--- src/rtl/irq_pkg.sv ---
// Shared definitions for the interrupt vector fetch master: bus encodings,
// interrupt controller register offsets, FSM state types, the request payload
// handed to the AHB single-transfer engine, and small address helpers.
package irq_pkg;

   localparam int unsigned ADDR_W = 32;
   localparam int unsigned DATA_W = 32;
   localparam int unsigned IDX_W  = 6;
   localparam int unsigned HOLD_W = 4;

   // Interrupt controller register offsets
   localparam logic [ADDR_W-1:0] IRQ_INDEX     = 32'h0000_0040;
   localparam logic [ADDR_W-1:0] UNMASK_CLR_LO = 32'h0000_0018;
   localparam logic [ADDR_W-1:0] UNMASK_CLR_HI = 32'h0000_001C;

   // AHB encodings used by this master
   localparam logic [1:0] HTRANS_IDLE   = 2'b00;
   localparam logic [1:0] HTRANS_NONSEQ = 2'b10;
   localparam logic [1:0] HRESP_OKAY    = 2'b00;
   localparam logic [2:0] HSIZE_WORD    = 3'b010;

   // Top-level sequencing states
   typedef enum logic [3:0] {
      ST_IDLE,
      ST_IDX_A,
      ST_IDX_D,
      ST_VEC_A,
      ST_VEC_D,
      ST_MSK_A,
      ST_MSK_D,
      ST_PRESENT,
      ST_HOLD
   } irq_state_e;

   // Bus phase of the single-transfer engine
   typedef enum logic [1:0] {
      PH_IDLE,
      PH_ADDR,
      PH_DATA
   } ahb_phase_e;

   // One transfer request from the sequencer to the bus engine
   typedef struct packed {
      logic [ADDR_W-1:0] addr;
      logic [DATA_W-1:0] wdata;
      logic              write;
   } ahb_req_t;

   // Vector table entry address; 32-bit wrap, carry out of bit 31 dropped
   function automatic logic [ADDR_W-1:0] vtab_addr(input logic [ADDR_W-1:0] base,
                                                   input logic [IDX_W-1:0]  idx);
      return base + ADDR_W'({idx, 2'b00});
   endfunction

   // Sources 0..31 live in the low clear register, 32..63 in the high one
   function automatic logic [ADDR_W-1:0] mask_addr(input logic [ADDR_W-1:0] base,
                                                   input logic [IDX_W-1:0]  idx);
      return base + (idx[IDX_W-1] ? UNMASK_CLR_HI : UNMASK_CLR_LO);
   endfunction

   // One-hot bit of the source within its 32-bit clear register
   function automatic logic [DATA_W-1:0] mask_bit(input logic [IDX_W-1:0] idx);
      return DATA_W'(1) << idx[IDX_W-2:0];
   endfunction

endpackage

--- src/rtl/irq_vec_fetch_ahb.sv ---
// Single, non-pipelined AHB-Lite transfer engine.
// Ports:
//   clk, rst_n         clock, async active-low reset
//   req_c, req         start a transfer (accepted only when the engine is free)
//   haddr/htrans/hwrite/hwdata  registered AHB master outputs
//   hready, hresp      AHB slave handshake
//   aphase_done_c      address phase accepted this cycle
//   done_c, err_c      data phase finished OKAY / with an error response
module ahb_single_master
   import irq_pkg::*;
(
   input  logic              clk,
   input  logic              rst_n,
   input  logic              req_c,
   input  ahb_req_t          req,
   input  logic              hready,
   input  logic [1:0]        hresp,
   output logic [ADDR_W-1:0] haddr,
   output logic [1:0]        htrans,
   output logic              hwrite,
   output logic [DATA_W-1:0] hwdata,
   output logic              aphase_done_c,
   output logic              done_c,
   output logic              err_c
);

   ahb_phase_e        phase_q, phase_d;
   logic [ADDR_W-1:0] haddr_q, haddr_d;
   logic [1:0]        htrans_q, htrans_d;
   logic              hwrite_q, hwrite_d;
   logic [DATA_W-1:0] hwdata_q, hwdata_d;
   logic              err_seen_q, err_seen_d;
   logic              can_issue;

   // Phase register and registered bus outputs
   always_ff @(posedge clk or negedge rst_n) begin
      if (!rst_n) begin
         phase_q    <= PH_IDLE;
         haddr_q    <= '0;
         htrans_q   <= HTRANS_IDLE;
         hwrite_q   <= 1'b0;
         hwdata_q   <= '0;
         err_seen_q <= 1'b0;
      end else begin
         phase_q    <= phase_d;
         haddr_q    <= haddr_d;
         htrans_q   <= htrans_d;
         hwrite_q   <= hwrite_d;
         hwdata_q   <= hwdata_d;
         err_seen_q <= err_seen_d;
      end
   end

   // Phase sequencing; a new request may start in the cycle the previous
   // data phase completes so back-to-back transfers lose no cycle
   always_comb begin
      phase_d       = phase_q;
      haddr_d       = haddr_q;
      htrans_d      = HTRANS_IDLE;
      hwrite_d      = hwrite_q;
      hwdata_d      = hwdata_q;
      err_seen_d    = err_seen_q;
      aphase_done_c = 1'b0;
      done_c        = 1'b0;
      err_c         = 1'b0;
      can_issue     = 1'b0;

      case (phase_q)
         PH_IDLE: begin
            can_issue = 1'b1;
         end
         PH_ADDR: begin
            if (hready) begin
               phase_d       = PH_DATA;
               aphase_done_c = 1'b1;
            end else begin
               htrans_d = HTRANS_NONSEQ;
            end
         end
         PH_DATA: begin
            // Remember an error seen in the first cycle of a two-cycle response
            if (hresp != HRESP_OKAY) begin
               err_seen_d = 1'b1;
            end
            if (hready) begin
               phase_d   = PH_IDLE;
               can_issue = 1'b1;
               if ((hresp != HRESP_OKAY) || err_seen_q) begin
                  err_c = 1'b1;
               end else begin
                  done_c = 1'b1;
               end
            end
         end
         default: begin
            phase_d = PH_IDLE;
         end
      endcase

      if (req_c && can_issue) begin
         phase_d    = PH_ADDR;
         haddr_d    = req.addr;
         htrans_d   = HTRANS_NONSEQ;
         hwrite_d   = req.write;
         hwdata_d   = req.wdata;
         err_seen_d = 1'b0;
      end
   end

   assign haddr  = haddr_q;
   assign htrans = htrans_q;
   assign hwrite = hwrite_q;
   assign hwdata = hwdata_q;

endmodule

--- src/rtl/irq_vec_fetch.sv ---
// Interrupt vector fetch master. On irq_n low it reads the controller's
// index register, fetches the handler vector from the vector table,
// optionally masks the source, and presents the vector to the CPU.
// Ports:
//   clk, rst_n                 clock, async active-low reset
//   irq_n                      active-low request from the interrupt controller
//   haddr/htrans/hwrite/hsize/hwdata, hrdata/hready/hresp   AHB-Lite master
//   vec_valid/vec_addr/vec_index, vec_ack                   CPU handshake
//   bus_err                    one-cycle pulse when a bus error aborts a fetch
module irq_vec_fetch
   import irq_pkg::*;
#(
   parameter logic [31:0] INTC_BASE = 32'h0000_0000,
   parameter logic [31:0] VTAB_BASE = 32'h0000_1000,
   parameter bit          AUTO_MASK = 1'b1,
   parameter int unsigned HOLDOFF   = 3
) (
   input  logic              clk,
   input  logic              rst_n,
   input  logic              irq_n,
   output logic [ADDR_W-1:0] haddr,
   output logic [1:0]        htrans,
   output logic              hwrite,
   output logic [2:0]        hsize,
   output logic [DATA_W-1:0] hwdata,
   input  logic [DATA_W-1:0] hrdata,
   input  logic              hready,
   input  logic [1:0]        hresp,
   output logic              vec_valid,
   output logic [ADDR_W-1:0] vec_addr,
   output logic [IDX_W-1:0]  vec_index,
   input  logic              vec_ack,
   output logic              bus_err
);

   irq_state_e        state_q, state_d;
   logic [IDX_W-1:0]  idx_q, idx_d;
   logic [ADDR_W-1:0] vec_addr_q, vec_addr_d;
   logic [IDX_W-1:0]  vec_index_q, vec_index_d;
   logic              vec_valid_q, vec_valid_d;
   logic              bus_err_q, bus_err_d;
   logic [HOLD_W-1:0] hold_cnt_q, hold_cnt_d;

   logic              req_c;
   ahb_req_t          req;
   logic              aphase_done_c;
   logic              done_c;
   logic              err_c;

   ahb_single_master u_ahb (
      .clk           (clk),
      .rst_n         (rst_n),
      .req_c         (req_c),
      .req           (req),
      .hready        (hready),
      .hresp         (hresp),
      .haddr         (haddr),
      .htrans        (htrans),
      .hwrite        (hwrite),
      .hwdata        (hwdata),
      .aphase_done_c (aphase_done_c),
      .done_c        (done_c),
      .err_c         (err_c)
   );

   // State and output registers
   always_ff @(posedge clk or negedge rst_n) begin
      if (!rst_n) begin
         state_q     <= ST_IDLE;
         idx_q       <= '0;
         vec_addr_q  <= '0;
         vec_index_q <= '0;
         vec_valid_q <= 1'b0;
         bus_err_q   <= 1'b0;
         hold_cnt_q  <= '0;
      end else begin
         state_q     <= state_d;
         idx_q       <= idx_d;
         vec_addr_q  <= vec_addr_d;
         vec_index_q <= vec_index_d;
         vec_valid_q <= vec_valid_d;
         bus_err_q   <= bus_err_d;
         hold_cnt_q  <= hold_cnt_d;
      end
   end

   // Fetch sequencing; each request is issued on the transition into its
   // address-phase state so the bus engine's registered outputs line up
   always_comb begin
      state_d     = state_q;
      idx_d       = idx_q;
      vec_addr_d  = vec_addr_q;
      vec_index_d = vec_index_q;
      vec_valid_d = 1'b0;
      bus_err_d   = 1'b0;
      hold_cnt_d  = hold_cnt_q;
      req_c       = 1'b0;
      req         = '0;

      case (state_q)
         ST_IDLE: begin
            if (!irq_n) begin
               req_c    = 1'b1;
               req.addr = INTC_BASE + IRQ_INDEX;
               state_d  = ST_IDX_A;
            end
         end
         ST_IDX_A: begin
            if (aphase_done_c) begin
               state_d = ST_IDX_D;
            end
         end
         ST_IDX_D: begin
            if (err_c) begin
               bus_err_d = 1'b1;
               state_d   = ST_IDLE;
            end else if (done_c) begin
               // Index register is not yet in idx_q; address from read data
               idx_d    = hrdata[IDX_W-1:0];
               req_c    = 1'b1;
               req.addr = vtab_addr(VTAB_BASE, hrdata[IDX_W-1:0]);
               state_d  = ST_VEC_A;
            end
         end
         ST_VEC_A: begin
            if (aphase_done_c) begin
               state_d = ST_VEC_D;
            end
         end
         ST_VEC_D: begin
            if (err_c) begin
               bus_err_d  = 1'b1;
               vec_addr_d = '0;
               state_d    = ST_IDLE;
            end else if (done_c) begin
               vec_addr_d = hrdata;
               if (AUTO_MASK) begin
                  req_c     = 1'b1;
                  req.addr  = mask_addr(INTC_BASE, idx_q);
                  req.wdata = mask_bit(idx_q);
                  req.write = 1'b1;
                  state_d   = ST_MSK_A;
               end else begin
                  vec_valid_d = 1'b1;
                  vec_index_d = idx_q;
                  state_d     = ST_PRESENT;
               end
            end
         end
         ST_MSK_A: begin
            if (aphase_done_c) begin
               state_d = ST_MSK_D;
            end
         end
         ST_MSK_D: begin
            if (err_c) begin
               bus_err_d  = 1'b1;
               vec_addr_d = '0;
               state_d    = ST_IDLE;
            end else if (done_c) begin
               vec_valid_d = 1'b1;
               vec_index_d = idx_q;
               state_d     = ST_PRESENT;
            end
         end
         ST_PRESENT: begin
            vec_valid_d = 1'b1;
            if (vec_ack) begin
               vec_valid_d = 1'b0;
               hold_cnt_d  = HOLD_W'(HOLDOFF);
               state_d     = ST_HOLD;
            end
         end
         ST_HOLD: begin
            // Let the controller's registered irq_n settle before resampling
            if (hold_cnt_q == '0) begin
               state_d = ST_IDLE;
            end else begin
               hold_cnt_d = hold_cnt_q - HOLD_W'(1);
            end
         end
         default: begin
            state_d = ST_IDLE;
         end
      endcase
   end

   assign hsize     = HSIZE_WORD;
   assign vec_valid = vec_valid_q;
   assign vec_addr  = vec_addr_q;
   assign vec_index = vec_index_q;
   assign bus_err   = bus_err_q;

endmodule

--- config.mk ---
export PLATFORM = sky130hd
export DESIGN_NAME = irq_vec_fetch
export DESIGN_NICKNAME = d
export VERILOG_FILES = /design/src/rtl/irq_pkg.sv /design/src/rtl/irq_vec_fetch_ahb.sv /design/src/rtl/irq_vec_fetch.sv
export SDC_FILE = /design/constraint.sdc
export NUM_CORES = 1
export LEC_CHECK = 0
export CORE_UTILIZATION = 35
export CTS_CLUSTER_DIAMETER = 100
export CTS_CLUSTER_SIZE = 30
export DETAILED_ROUTE_END_ITERATION = 10
export PLACE_DENSITY = 0.68
export SLEW_MARGIN = 20
export SYNTH_ARGS = -nofsm -noshare
export SYNTH_HDL_FRONTEND = slang
export SYNTH_SLANG_ARGS = --single-unit
--- constraint.sdc ---
create_clock -name clk -period 2.57 [get_ports clk]
set_input_delay 0.514 -clock clk [delete_from_list [all_inputs] [get_ports clk]]
set_output_delay 0.514 -clock clk [all_outputs]
set_load 0.03 [all_outputs]
==> results of run 1 <==
layout make-up:
| type | instances | area, µm² |
|---|---|---|
| fillers | 1056 | 5810 |
| flip-flops and latches | 98 | 2450 |
| multi-input cells | 200 | 1490 |
| repair buffers | 131 | 1330 |
| clock buffers | 14 | 244 |
| well taps | 143 | 179 |
| clock inverters | 2 | 37.5 |
| inverters | 7 | 26.3 |
worst max-delay path: stages:
cell	delay, ns
clkdlybuf4s50_1	0.44
or3_1	0.40
buf_4	0.19
nor4_4	0.25
buf_4	0.24
mux2_2	0.36
layout by cell type (no fill, tap or decap), types with 3 or more instances in the layout:
cell type | synthesis | final
mux2_2 | 6 | 6
inv_1 | 7 | 7
nand2_1 | 8 | 8
nand2b_1 | 3 | 3
o21ai_0 | 4 | 4
a22o_1 | 68 | 68
nor3_1 | 11 | 11
clkbuf_1 | 13 | 5
a21oi_1 | 8 | 8
clkbuf_16 | 0 | 9
and3_1 | 3 | 3
mux2_4 | 6 | 6
buf_12 | 0 | 4
and3b_1 | 4 | 4
dfrtp_1 | 98 | 98
nor2_1 | 8 | 8
conb_1 | 2 | 29
clkdlybuf4s50_1 | 0 | 118
buf_4 | 30 | 9
a21o_1 | 4 | 4
nor3b_1 | 5 | 5
worst min-delay path by stage:
stage	end	cells after the start	slack, ns	start
after floorplan	bus_err	0	0.22	rst_n
after global placement	u_ahb.hwrite	1	0.46	u_ahb.hwrite
after detailed placement	u_ahb.haddr[2]	1	0.47	u_ahb.haddr[2]
after CTS	vec_addr[7]	1	0.15	rst_n
after global routing	vec_addr[12]	1	0.18	rst_n
final	vec_addr[7]	1	0.13	rst_n
through the flow:
step	util, %	hold WS [ns]
2_1_floorplan	-	0.218
6_report	49.8	0.132
3_5_place_dp	47.4	0.467
5_1_grt	49.8	0.179
3_3_place_gp	47.4	0.462
4_1_cts	49.8	0.150
layer usage:
layer,vias up,part of all wire [%]
met3,8,6.0
met2,119,46
met1,1531,47
li1,1391,-
met5,-,0
met4,0,1.3
cell families (layout without fill, tap and decap cells):
kind of cell	Yosys count	count (layout)	synth area share (%)
XOR/XNOR	2	2	0.418
multiplexers	14	14	4.24
adder cells (fa/ha/maj)	1	1	0.298
AO/OA/AOI/OAI	94	94	18.4
other	2	29	0.179
buffers and inverters	61	154	8.75
flip-flops	98	98	58.5
AND/OR/NAND/NOR	60	60	9.22
power groups by stage:
stage          Sequential (mW)  Combinational, mW  Clock [mW]
5_1_grt                   1.86              0.982        1.42
4_1_cts                   1.83              0.912        1.35
3_5_place_dp              1.86              0.905           0
3_3_place_gp              1.85              0.877           0
2_1_floorplan             1.82              0.620           0
6_report                  1.83              0.905        1.32
registers in the layout (all words and copies together) (netlist names):
signal and count:
idx_q 6, state_q 4, u_ahb.phase_q 2, u_ahb.haddr 7, u_ahb.htrans 1, vec_index 6
u_ahb.hwdata 32, hold_cnt_q 4, vec_valid 1, u_ahb.err_seen_q 1, bus_err 1, vec_addr 32
u_ahb.hwrite 1
==> run metrics, run 1 <==
outcome complete, but fails checks; failing checks DRC; fin cells 595; Tot GR Track Use 16.5%; Startpoint Class input port; Pwr Total 4.06 mW; R2R depth 4; initial antenna violation count 0; Final #Nets 487; Pwr Density 705 nW/µm²; CORE AREA 11,600 µm²; post-route ant nets 0; first-pass GRT wire length 16.1 mm; HP Class in2async; Final Hold Vio Count 0; grt met2 use 24.8%; Num CTS Buffers 9; DR pass1 iterations 10; placed cell count 579; setup slack, reg-to-reg 0.49 ns; Post-synth EDFFs 0; sequential area share after synthesis 58.5%; DIE WIDTH 111 µm; GPL Wtd Cong 0.800; Comb pwr share 22.3%; Yosys reg bits 98; TritonCTS clock tree built; worst r2r dst u_ahb.hwdata[13]; Critical R2R Launch state_q[0]; leading area contributor after synthesis dfrtp_1; Post-Syn Area 4190 µm²; die height 111 µm; met1 GRT Util 23.0%; unrepaired setup endpoints after global routing false; wire per inst 16.4 µm; Worst-Margin Slew 0.604 ns; post-route cell area 5760 µm²; Setup WS post-layout 0.390 ns; overall routed net length 9.78 mm; Rows 39; fmax 0.459 GHz; setup violators final 0; Flop pwr share 45.1%; worst path required time 2.79 ns; area grow syn2layout 37.4%; post-detail-place hpwl 6.88 mm; DRC 12; TNS Setup 0 ns; clock sink total 98; placed cell areas 5480 µm²; Synth Warn # 0; skew final 0.00634 ns; hold_buf cts 0; Syn Area/Cell 12.6 µm²; Synth top cells by count dfrtp_1, a22o_1, buf_4; worst setup path startpoint hresp[1]; number of diodes 0; clk root buf clkbuf_16; gr ovfl total 0; largest net degree at the start of global routing 63; Internal 2.82 mW; Worst-Skew Late Latency 0.34 ns; Iter 0 DRT Violations 138; I/O Buffers 119; # Max-Cap Violations 0; Sw Pwr 1.24 mW; Max VDD drop 297 µV; clock power share 32.6%; Yosys cell types 47; Synth Flop Type dfrtp_1; ratio of cells with drive above 1 in the final layout 10.2%; Syn Inst Count 332; Net Sw Frac 30.5%; GRT busiest layer met2; Leak 2.69 nW; Yosys top cell area share 58.5%; starting density of the core 36.2%; crit share post-route 84.8%; cts repair resizes 0; worst setup path class in2reg; dpl ws 0.0411 ns; Die ar. 12,400 µm²; H-tree levels 3; vias in the first global route 3,029; max-slew violation count 0; Clock Tree Buf Depth 2; min cycle time layout 2.18 ns; CP arrival 2.40 ns; clk slew on worst S/H paths 0.06 ns; ys async rst share 100%; routed via count 3,049; crit-path max FO 13; routed vias/inst 5.12; Slew headroom 59.7%; CP Capture Point idx_q[3]; CP endpoint kind register; count leader, synth dfrtp_1; postcts setup bufs 0; ranking of synthesized cells by area dfrtp_1, a22o_1, buf_4; met3 track demand over resource 2.89%; Top-Level Pins 149
No activity file was read; power rests on OpenSTA's default activity.
==> inputs of run 2 (changes only) <==
Settings changed: PLACE_DENSITY 0.68 to 0.7.
Clock period 2.57 ns to 1.8 ns, I/O delays scaled along.
==> run 2 against run 1 <==
Net effect:
- cell area up 9.0%
- clock-buffer cell count decreased by 3
- the flow finishes with violations (DRC, setup timing)
- global-route usage is 0.86 points higher
- hold slack worse by 0.13 ns
- non-clock buffer count increased by 43
- combinational power rose by 100%
==> run metrics, run 2 (synthesis gave the netlist of run 1 again) <==
outcome complete, but fails checks; failing checks DRC, setup timing; Iter 0 DRT Violations 201 (+46%); Filler Cell Count 977 (-7.5%); clock power share 29.7% (-2.9 points); GPL Wtd Cong 0.828 (+3.6%); HP Class in2async; Tot GR Track Use 17.3% (+0.86 points); worst setup path class reg2reg; DR pass1 iterations 8 (-2); wire per inst 16.2 µm (-1.1%); fin util 54.3% (+4.5 points); hold_buf cts 0 (unchanged); Final Hold Vio Count 0 (unchanged); I/O Buffers 119 (unchanged); Internal 4.29 mW (+52%); setup violators final 41 (+41); clock sink total 98 (unchanged); post-route ant nets 0 (unchanged); DRC 13 (+1); Top-Level Pins 149 (unchanged); skew final 0.00571 ns (-0.000636 ns); Flop pwr share 40.8% (-4.3 points); CP arrival 2.08 ns (-0.32 ns); fmax 0.540 GHz; DIE WIDTH 111 µm (unchanged); max-slew violation count 0 (unchanged); initial antenna violation count 0 (unchanged); area grow syn2layout 49.8%; commonest non-fill, non-tap cell in the layout clkdlybuf4s50_1; die height 111 µm (unchanged); Max VDD drop 439 µV (+48%); Slew headroom 59.8% (+0.13 points); clk root buf clkbuf_16; TNS Setup -1.20 ns (-1.20 ns); routed vias/inst 5.05 (-1.4%); # Max-Cap Violations 0 (unchanged); H-tree levels 3 (unchanged); routed via count 3,225 (+5.8%); Startpoint Class register; Leak 3.11 nW (+16%); Die ar. 12,400 µm² (unchanged); worst path required time 2.03 ns (-0.76 ns); Num CTS Buffers 9 (unchanged); crit-path max FO 26 (+13); TritonCTS clock tree built; CORE AREA 11,600 µm² (unchanged); first-pass GRT wire length 16.9 mm (+4.9%); Setup WS post-layout -0.0504 ns (-0.441 ns); most frequent cells in the layout clkdlybuf4s50_1, dfrtp_1, a22o_1, buf_4, conb_1; vias in the first global route 3,273 (+8.1%); Final #Nets 530 (+8.8%); min cycle time layout 1.85 ns; Net Sw Frac 31.2% (+0.74 points); ratio of cells with drive above 1 in the final layout 22.4% (+12 points); CP endpoint kind register; Sw Pwr 1.95 mW (+57%); Worst-Margin Slew 0.602 ns (-0.00189 ns); largest net degree at the start of global routing 43 (-32%); dpl ws -0.534 ns (-0.575 ns); starting density of the core 36.2% (unchanged); post-detail-place hpwl 7.39 mm (+7.5%); Pwr Total 6.24 mW (+54%); overall routed net length 10.4 mm (+6.0%); Clock Tree Buf Depth 2 (unchanged); number of diodes 0 (unchanged); Pwr Density 993 nW/µm² (+41%); unrepaired setup endpoints after global routing true; Worst-Skew Late Latency 0.34 ns (about the same); crit share post-route 103%; Comb pwr share 29.5% (+7.2 points); Rows 39 (unchanged); clk slew on worst S/H paths 0.07 ns (about the same); gr ovfl total 0 (unchanged)
## run 2: changes by cell type in the layout (fill, tap and decap cells not counted), moves of 3 or more
cell / previous run / this run
clkbuf_1: 5 / 0
nor3_1: 11 / 8
nor3_2: 0 / 3
mux2_4: 6 / 12
dlymetal6s2s_1: 0 / 8
buf_4: 9 / 37
mux2_2: 6 / 0
buf_6: 0 / 17
clkdlybuf4s50_1: 118 / 106
dlygate4sd2_1: 0 / 4
## run 2: per-layer routing
layer	track usage [%]	up-vias	routed length, µm
met2	27.7	145	4830
met4	7.30	0	221
met1	22.5	1578	4610
met3	4.30	16	703
met5	0	-	0
li1	-	1486	-
## run 2: stage by stage
step / cell area, µm² / instances / hold slack (ns)
3_5_place_dp: 5730 / 613 / 0.394
2_1_floorplan: 4340 / 359 / 0.0644
3_3_place_gp: 5730 / 613 / 0.380
5_1_grt: 6280 / 638 / 0.0500
6_report: 6280 / 638 / 0.00604
4_1_cts: 6110 / 633 / 0.0227
## run 2: worst paths after layout
path                            slack, ns             start  cells after the start         endpoint
worst max-delay path                -0.05  u_ahb.err_seen_q                      6  u_ahb.hwdata[6]
worst min-delay path                0.006             rst_n                      1      vec_addr[0]
worst max register to register      -0.05  u_ahb.err_seen_q                      6  u_ahb.hwdata[6]
worst min register to register       0.48   u_ahb.haddr[12]                      1  u_ahb.haddr[12]
max in group asynchronous            1.21             rst_n                      2      vec_addr[6]
min in group clk                     0.48   u_ahb.haddr[12]                      1  u_ahb.haddr[12]
## run 2: power by group through the flow
stage | clock, mW | sequential (mW) | combinational (mW)
after floorplan | 0 | 2.61 | 0.927
after global placement | 0 | 2.57 | 1.54
after detailed placement | 0 | 2.58 | 1.59
after CTS | 1.91 | 2.54 | 1.65
after global routing | 2.00 | 2.58 | 1.98
final | 1.85 | 2.55 | 1.84
## run 2: repair_timing
action / CTS / global route
gates cloned: 0 / 2
pin swaps: 11 / 14
gates resized for setup: 21 / 36
setup buffers: 4 / 3
setup endpoints to repair: 81 / 87
## run 2: critical path, stage by stage, from the launching register on
cell and delay, ns:
dfrtp_1 0.39, or3_4 0.36, nor4_4 0.28, buf_4 0.16
o21ai_4 0.11, buf_12 0.19, a22o_1 0.24
## run 2: area by class of cell
class | instances | area, µm² | area share [%]
multi-input combinational | 200 | 1630 | 25.9
timing repair buffer | 174 | 1710 | 27.2
clock buffer | 11 | 253 | 4.03
clock inverter | 5 | 36.3 | 0.578
sequential | 98 | 2450 | 39.1
tap | 143 | 179 | 2.85
inverter | 7 | 26.3 | 0.418
